### src/rtl/spi1_master.sv
// SPI1 command initiator: serialises one bus command as a mode-0 SPI frame, waits for the
// target's ready line, and for reads clocks a second frame to fetch the result byte.
// Optional ready timeout is compiled in when SPI1_MASTER_TIMEOUT_EN is defined.
module spi1_master #(
  parameter int unsigned SCK_DIV     = 2,
  parameter int unsigned READY_GUARD = 4,
  parameter int unsigned TIMEOUT     = 4096
) (
  input  logic        clk16_i,
  input  logic        rst_ni,
  input  logic        cmd_valid_i,
  output logic        cmd_ready_o,
  input  logic        cmd_rw_ni,
  input  logic [16:0] cmd_addr_i,
  input  logic [7:0]  cmd_data_i,
  output logic        done_o,
  output logic        err_o,
  output logic [7:0]  rd_data_o,
  output logic        spi_sck_o,
  output logic        spi_cs_no,
  output logic        spi_tx_o,
  input  logic        spi_rx_i,
  input  logic        spi_ready_i
);

  localparam int unsigned GuardW = (READY_GUARD > 1) ? $clog2(READY_GUARD) : 1;
  localparam logic [7:0]        DivLoad   = 8'(SCK_DIV - 1);
  localparam logic [GuardW-1:0] GuardLoad = GuardW'(READY_GUARD - 1);

  typedef enum logic [2:0] {
    StIdle,
    StSetup,
    StShift,
    StHold,
    StGuard,
    StWait,
    StDone
  } state_e;

  state_e            state_q, state_d;
  logic [31:0]       shift_q, shift_d;
  logic [7:0]        rx_q, rx_d;
  logic [7:0]        rd_data_q, rd_data_d;
  logic [4:0]        bit_cnt_q, bit_cnt_d;
  logic [7:0]        div_q, div_d;
  logic [GuardW-1:0] guard_q, guard_d;
  logic              sck_q, sck_d;
  logic              cs_n_q, cs_n_d;
  logic              rw_q, rw_d;
  logic              frame_b_q, frame_b_d;
  logic [1:0]        sync_q, sync_d;
`ifdef SPI1_MASTER_TIMEOUT_EN
  logic [15:0]       wait_cnt_q, wait_cnt_d;
  logic              err_q, err_d;
`endif

  logic       accept;
  logic [4:0] last_bit;

  assign cmd_ready_o = (state_q == StIdle) || (state_q == StDone);
  assign accept      = cmd_valid_i && cmd_ready_o;
  // Frame B is 8 bits; Frame A is 24 bits for reads, 32 for writes.
  assign last_bit    = frame_b_q ? 5'd7 : (rw_q ? 5'd23 : 5'd31);

  assign done_o    = (state_q == StDone);
  assign rd_data_o = rd_data_q;
  assign spi_sck_o = sck_q;
  assign spi_cs_no = cs_n_q;
  assign spi_tx_o  = shift_q[31];
`ifdef SPI1_MASTER_TIMEOUT_EN
  assign err_o = err_q;
`else
  assign err_o = 1'b0;
`endif

  // Next-state logic for the frame sequencer, shifter and counters.
  always_comb begin
    state_d   = state_q;
    shift_d   = shift_q;
    rx_d      = rx_q;
    rd_data_d = rd_data_q;
    bit_cnt_d = bit_cnt_q;
    div_d     = div_q;
    guard_d   = guard_q;
    sck_d     = sck_q;
    cs_n_d    = cs_n_q;
    rw_d      = rw_q;
    frame_b_d = frame_b_q;
    sync_d    = {sync_q[0], spi_ready_i};
`ifdef SPI1_MASTER_TIMEOUT_EN
    wait_cnt_d = wait_cnt_q;
    err_d      = err_q;
`endif

    case (state_q)
      StIdle: ;
      StSetup: begin
        if (div_q == 8'd0) begin
          div_d   = DivLoad;
          state_d = StShift;
        end else begin
          div_d = div_q - 8'd1;
        end
      end
      StShift: begin
        if (div_q != 8'd0) begin
          div_d = div_q - 8'd1;
        end else begin
          div_d = DivLoad;
          if (!sck_q) begin
            // Rising edge: MISO is captured in the same cycle SCK goes high.
            sck_d = 1'b1;
            rx_d  = {rx_q[6:0], spi_rx_i};
          end else begin
            // Falling edge: MOSI advances while SCK is low.
            sck_d = 1'b0;
            if (bit_cnt_q == last_bit) begin
              state_d = StHold;
            end else begin
              bit_cnt_d = bit_cnt_q + 5'd1;
              shift_d   = {shift_q[30:0], 1'b0};
            end
          end
        end
      end
      StHold: begin
        if (div_q != 8'd0) begin
          div_d = div_q - 8'd1;
        end else begin
          cs_n_d  = 1'b1;
          shift_d = '0;
          guard_d = GuardLoad;
          state_d = StGuard;
        end
      end
      StGuard: begin
        if (guard_q != '0) begin
          guard_d = guard_q - GuardW'(1);
        end else begin
          state_d = StWait;
`ifdef SPI1_MASTER_TIMEOUT_EN
          wait_cnt_d = '0;
`endif
        end
      end
      StWait: begin
        if (sync_q[1]) begin
          if (rw_q && !frame_b_q) begin
            // Read: clock out zeros to fetch the result byte.
            state_d   = StSetup;
            shift_d   = '0;
            frame_b_d = 1'b1;
            cs_n_d    = 1'b0;
            div_d     = DivLoad;
            bit_cnt_d = '0;
          end else begin
            state_d = StDone;
            if (frame_b_q) begin
              rd_data_d = rx_q;
            end
`ifdef SPI1_MASTER_TIMEOUT_EN
            err_d = 1'b0;
`endif
          end
`ifdef SPI1_MASTER_TIMEOUT_EN
        end else if (wait_cnt_q == 16'(TIMEOUT)) begin
          state_d = StDone;
          err_d   = 1'b1;
        end else begin
          wait_cnt_d = wait_cnt_q + 16'd1;
`endif
        end
      end
      StDone: begin
        state_d = StIdle;
`ifdef SPI1_MASTER_TIMEOUT_EN
        err_d = 1'b0;
`endif
      end
      default: state_d = StIdle;
    endcase

    // Acceptance is possible in IDLE and DONE and overrides the case above.
    if (accept) begin
      state_d   = StSetup;
      shift_d   = {cmd_rw_ni, 6'b0, cmd_addr_i[16], cmd_addr_i[15:0], cmd_data_i};
      rw_d      = cmd_rw_ni;
      frame_b_d = 1'b0;
      cs_n_d    = 1'b0;
      sck_d     = 1'b0;
      div_d     = DivLoad;
      bit_cnt_d = '0;
`ifdef SPI1_MASTER_TIMEOUT_EN
      err_d = 1'b0;
`endif
    end
  end

  // State registers with asynchronous active-low reset.
  always_ff @(posedge clk16_i or negedge rst_ni) begin
    if (!rst_ni) begin
      state_q   <= StIdle;
      shift_q   <= '0;
      rx_q      <= '0;
      rd_data_q <= '0;
      bit_cnt_q <= '0;
      div_q     <= '0;
      guard_q   <= '0;
      sck_q     <= 1'b0;
      cs_n_q    <= 1'b1;
      rw_q      <= 1'b0;
      frame_b_q <= 1'b0;
      sync_q    <= '0;
    end else begin
      state_q   <= state_d;
      shift_q   <= shift_d;
      rx_q      <= rx_d;
      rd_data_q <= rd_data_d;
      bit_cnt_q <= bit_cnt_d;
      div_q     <= div_d;
      guard_q   <= guard_d;
      sck_q     <= sck_d;
      cs_n_q    <= cs_n_d;
      rw_q      <= rw_d;
      frame_b_q <= frame_b_d;
      sync_q    <= sync_d;
    end
  end

`ifdef SPI1_MASTER_TIMEOUT_EN
  // Ready-timeout counter and error flag.
  always_ff @(posedge clk16_i or negedge rst_ni) begin
    if (!rst_ni) begin
      wait_cnt_q <= '0;
      err_q      <= 1'b0;
    end else begin
      wait_cnt_q <= wait_cnt_d;
      err_q      <= err_d;
    end
  end
`endif

endmodule

### config.mk
export PLATFORM = sky130hd
export DESIGN_NAME = spi1_master
export DESIGN_NICKNAME = d
export VERILOG_FILES = /design/src/rtl/spi1_master.sv
export SDC_FILE = /design/constraint.sdc
export NUM_CORES = 1
export LEC_CHECK = 0
export ABC_AREA = 1
export CAP_MARGIN = 0
export CORE_MARGIN = 1
export CORE_UTILIZATION = 24
export CTS_BUF_LIST = sky130_fd_sc_hd__clkbuf_4 sky130_fd_sc_hd__clkbuf_8 sky130_fd_sc_hd__clkbuf_16
export CTS_CLUSTER_SIZE = 25
export DETAILED_ROUTE_END_ITERATION = 12
export HOLD_SLACK_MARGIN = 0.05
export SLEW_MARGIN = 20
export SYNTH_ARGS = -nofsm -noshare
export SYNTH_HDL_FRONTEND = slang
export SYNTH_SLANG_ARGS = --single-unit
### constraint.sdc
create_clock -name clk16_i -period 1.7 [get_ports clk16_i]
set_input_delay 0.34 -clock clk16_i [delete_from_list [all_inputs] [get_ports clk16_i]]
set_output_delay 0.34 -clock clk16_i [all_outputs]
set_load 0.02 [all_outputs]
# --- After elaboration in Yosys (flattened, before gate mapping) ---
# Cells that the tools add are included.
# Widths: inputs -> output; s select.
op_classes:
  addsub: 3
  n_mux: 50
  n_reduce_logical: 27
  bitwise: 3
  eq_ne: 21
op_table:
  columns: ["op", "n"]
  rows:
  - ["$mux 32", 7]
  - ["$pmux 32 s3", 1]
  - ["$mux 8", 6]
  - ["$mux 5", 7]
  - ["$pmux 8 s4", 1]
  - ["$ne 3x3->1 const B", 10]
  - ["$mux 3", 9]
  - ["$pmux 3 s6", 1]
  - ["$mux 1", 12]
  - ["$reduce_and 4->1", 3]
  - ["$reduce_bool 2->1", 6]
  - ["$pmux 5 s2", 1]
  - ["$eq 3x3->1 const B", 3]
  - ["$reduce_and 3->1", 3]
  - ["$logic_not 8->1", 1]
  - ["$ne 2x2->1 const B", 4]
  - ["$reduce_and 8->1", 1]
  - ["$reduce_bool 8->1", 1]
  - ["$sub 8x1->8 const B", 1]
  - ["$reduce_and 7->1", 1]
  - ["$eq 3x2->1 const B", 2]
  - ["$reduce_and 6->1", 1]
  - ["$reduce_bool 3->1", 2]
  - ["$add 5x1->5 const B", 1]
  - ["15 further kinds", 19]
totals:
  input_bits: 31
  word_cells: 116
  register_bits: 72
  output_inout_bits: 14

# --- Logic depth before layout (Yosys ltp) ---
depth:
  word_depth: 8
  ltp_mapped: 12
  mapped_depth_nobuf: 11

# --- Worst setup path after synthesis ---
# Ideal clock, no wire load.
synth_timing:
  path_kind: "register to register"
  startpoint: "register state_q[0]"
  endpoint: "register div_q[2]"
  path_stages_with_launch: 12
  t_required_ns: 1.584
  arrival_time_ns: 1.513
  setup_time_ns: 0.116
  period_less_slack_ns: 1.630
  n_path_buf: 1
  setup_slack_ns: 0.070
  path_cell_list: "dfrtp_1 > nor2_2 > nand2_1 > nand2_2 > nand2_2 > buf_4 > nand3_1 > nand2_1 > nor2_2 > nand2_1 > nand2_1 > nand2_1"
synth_via:
  elab_chain_cells: 5
  elab_cells_between_ends: 15
  cone_classes: "8 x eq/ne; 2 x mux; 5 x reduce/logical"
synth_lines:
  columns: ["item", "line", "source"]
  rows:
  - ["start: declaration", "40", "state_e state_q, state_d;"]
  - ["start signal: assignment", "202", "state_q <= StIdle;"]
  - ["start signal: assignment", "215", "state_q <= state_d;"]
  - ["$eq 3x3->1 or $logic_not 3->1 (tied branches)", "60", "assign cmd_ready_o = (state_q == StIdle) || (state_q == StDone);"]
  - ["$logic_or 1x1->1 (*)", "60", null]
  - ["net cmd_ready_o", "12", "output logic cmd_ready_o,"]
  - ["$logic_and 1x1->1 (*)", "61", "assign accept = cmd_valid_i && cmd_ready_o;"]
  - ["$ne 3x3->1 (no line) or $reduce_bool 5->1 (tied branches)", null, null]
  - ["$reduce_and 4->1 (no line)", null, null]
  - ["end signal: assignment", "220", "div_q <= div_d;"]
  - ["end: declaration", "45", "logic [7:0] div_q, div_d;"]
# Mark *: on every way through the listed nets, which the timed path passes. The rest lies on a longest branch.
# A chain may end at the register's enable or synchronous reset.

# --- Final worst setup path ---
layout_timing:
  startpoint: "register state_q[2]"
  endpoint: "register shift_q[28]"
layout_via:
  elab_chain_cells: 5
  elab_cells_between_ends: 17
  cone_classes: "10 x eq/ne; 2 x mux; 5 x reduce/logical"
layout_lines:
  columns: ["item", "line", "source"]
  rows:
  - ["$eq 3x3->1 or $logic_not 3->1 (tied branches)", "60", null]
  - ["$logic_or 1x1->1", "60", null]
  - ["$logic_and 1x1->1", "61", null]
  - ["$ne 3x3->1 (no line) or $reduce_bool 4->1 (tied branches)", null, null]
  - ["$reduce_and 7->1 (no line)", null, null]
  - ["end signal: assignment", "216", "shift_q <= shift_d;"]
  - ["end: declaration", "41", "logic [31:0] shift_q, shift_d;"]
# Several ways; a longest one is shown, not always the timed one.

==> metrics <==
Post-Synth XOR/XNOR Area 1.621%; global-route wire length before repair 15.67 mm; Layout area overhead 41.79%; final worst slack 0.04802 ns; antenna fix cells 0; final-report max-slew violation count 0; Synth Area per Inst 7.654 µm²; minimum clock period 1.652 ns; FF-to-FF End shift_q[28]; CTS Buffer Depth 2; post-synthesis mux area share 1.191%; Net Sw Frac 41.75%; I/O pin total 45; unrepaired setup endpoints after global routing yes; die height 127.5 µm; gr ovfl total 0; Synth Warn # 0; Post-Synthesis Cell Area 0.003781 mm²; Leak 2.743 nW; Setup TNS Final 0 ns; fillers 1,585; Starting Density 24.69%; max-cap violation count 0; Root Driver clkbuf_16; Psw 4.177 mW; distinct cell type count of the synthesized netlist 29; Total GRT Usage 12.07%; synthesized net count 529; CTS Sinks 72; hpwl dp 6.335 mm; WP data arrival 1.92 ns; final layout net count 611; worst min-delay path category flop to flop; leading cell type in the layout, fill and taps excluded nand2_1; hold slack 0.3522 ns; wire per inst 12.30 µm; Critical Path Start Type flop; Die Wd 127.5 µm; die area 0.01626 mm²; Crit. End Element flop; DR iter-0 viols 210; worst-skew pair later-pin latency 0.34 ns; htree depth 3; row cnt 45; Peak VDD IR 0.0006683 V; FF+latch area 0.001807 mm²; WS Path Type flop to flop; largest family of logic cells by synthesized area simple AND/OR/NAND/NOR gates; Post-Synth Simple-Gate Area 35.01%; clock-pin slew on the worst setup and hold paths 0.06 ns; Synth Register Bits 72; area occupied by multi-input gates 0.001882 mm²; Hold Violations, Final 0; CP Data Required Time 1.97 ns; worst r2r src state_q[2]; Antenna Violating Nets Remaining 0; worst reg2reg path depth 11; commonest cells after routing, fill and taps aside nand2_1 (170), nand3_1 (79), dfrtp_1 (68); cell internal pwr 5.829 mW; RePlAce Congestion 0.8290; via count 3,484; total power 10.01 mW; largest net degree at the start of global routing 33; initial antenna violation count 0; Post-Synthesis Cells 494; vias per inst 4.405; final cell count without fillers 791; period utilization 97.18%; I/O Buffers 43; compound-gate portion of the synthesized area 5.129%; Util after Layout 35.01%; total CTS buffers 9; vias in the first global route 3,274; Core Footprint 0.01531 mm²; crit path to shift_q[28]; Fin Clk Skew 0.006959 ns; placed cells 760; Worst Setup SP state_q[2]; Final Cell Area 0.005361 mm²; # setup viols final 0; reg2reg setup slack 0.05 ns; Power Dens Cells 1866 mW/mm²; TritonRoute pass-1 iters 5; Crit Path Max Fanout 9; Total Routed Length 9.728 mm; Post-Synth Adder-Cell Area 1.324%; post-synthesis sequential area ratio 47.68%; Max Freq 605.3 MHz; sequential share of power 27.2%; status complete, no violations; worst slack at placement -0.1674 ns; Clk pwr share 19.5%; share of cells above drive strength 1 20.52%; DR DRC count 0; CTS tree yes; Logic pwr share 53.3%; Placed Instance Area 0.004624 mm²
synth_stat cells:
library cell,instances,area [µm²]
buf_6,4,45.04
nand3_1,84,420.4
buf_2,9,45.04
inv_1,31,116.4
or2_2,1,6.260
o21ai_0,14,70.07
nand2_1,179,671.9
nor2_4,1,11.26
nor3_1,1,5.000
nand4_1,1,6.260
dfrtp_1,71,1777
nand2_4,1,11.26
a21oi_1,14,70.07
nand2_2,3,18.77
buf_4,10,75.07
nor2_2,4,25.02
o2111ai_1,1,8.760
nor2_1,34,127.6
mux2_2,4,45.04
nand3_2,2,20.02
ha_1,4,50.05
clkbuf_1,1,3.750
inv_2,4,15.01
o21ai_1,1,5.000
conb_1,1,3.750
xor2_1,7,61.31
dfstp_2,1,26.28
o22ai_1,5,31.28
o21ai_2,1,8.760
layout make-up:
type	count	area share, %
inverters	35	2.497
well taps	211	4.924
clock buffers	11	4.714
repair buffers	91	18.06
flip-flops and latches	72	33.70
multi-input cells	367	35.10
clock inverters	4	1.004
sequential cells by signal (all words and copies together), names as in the netlist, 2 cells and up:
signal	flops
shift_q	32
div_q	8
rd_data_o	8
rx_q	8
bit_cnt_q	5
state_q	3
guard_q	2
sync_q	2
worst min path at each step:
| stage | cells after the start | endpoint | slack (ns) | start |
|---|---|---|---|---|
| 3_5_place_dp | 1 | spi_sck_o | 0.29 | rst_ni |
| 6_report | 0 | sync_q[1] | 0.35 | sync_q[0] |
| 3_3_place_gp | 1 | spi_sck_o | 0.30 | rst_ni |
| 4_1_cts | 0 | sync_q[1] | 0.35 | sync_q[0] |
| 2_1_floorplan | 0 | bit_cnt_q[0] | 0.04 | rst_ni |
| 5_1_grt | 0 | sync_q[1] | 0.36 | sync_q[0] |
kinds of logic (layout without fill, tap and decap cells):
group | count (synthesis) | in the layout
and+or+nand+nor | 311 | 315
DFF | 72 | 72
buffers and inverters | 59 | 141
AOI/OAI and AO/OA | 36 | 36
xor gates and xnor gates | 7 | 7
adders and majority gates | 4 | 4
muxes | 4 | 4
other | 1 | 1
routing by layer:
metal  track usage [%]  part of all wire, %  vias to the layer above
met5                 0                    0                        -
met4             4.832                  2.0                        0
met3             2.680                  4.0                       16
met2             19.54                   48                       76
met1             15.60                   46                     1636
li1                  -                    -                     1756
worst max-delay path, cell delays in order (launching register included):
cell and delay, ns:
dfrtp_2 0.46, inv_2 0.11, nand2_1 0.10, nand2_1 0.12, inv_2 0.05, nand2_2 0.06
nand3_2 0.08, nor2_4 0.13, buf_12 0.18, buf_8 0.14, nand3_1 0.06, nand2_1 0.08
repair_timing:
item / in CTS / in global routing
setup buffers: 0 / 8
hold buffers: 1 / 0
hold endpoints to repair: 24 / 0
pin swaps: 1 / 18
cloned: 0 / 7
resized for setup: 7 / 62
setup endpoints to repair: 35 / 54
power by group through the flow:
| stage | logic, mW | clock network (mW) | registers (mW) |
|---|---|---|---|
| 3_3_place_gp | 4.16 | 0 | 2.72 |
| 5_1_grt | 5.94 | 2.06 | 2.80 |
| 4_1_cts | 4.25 | 1.99 | 2.71 |
| 2_1_floorplan | 2.92 | 0 | 2.70 |
| 3_5_place_dp | 4.20 | 0 | 2.73 |
| 6_report | 5.33 | 1.95 | 2.72 |
No activity file was read; power rests on OpenSTA's default activity.
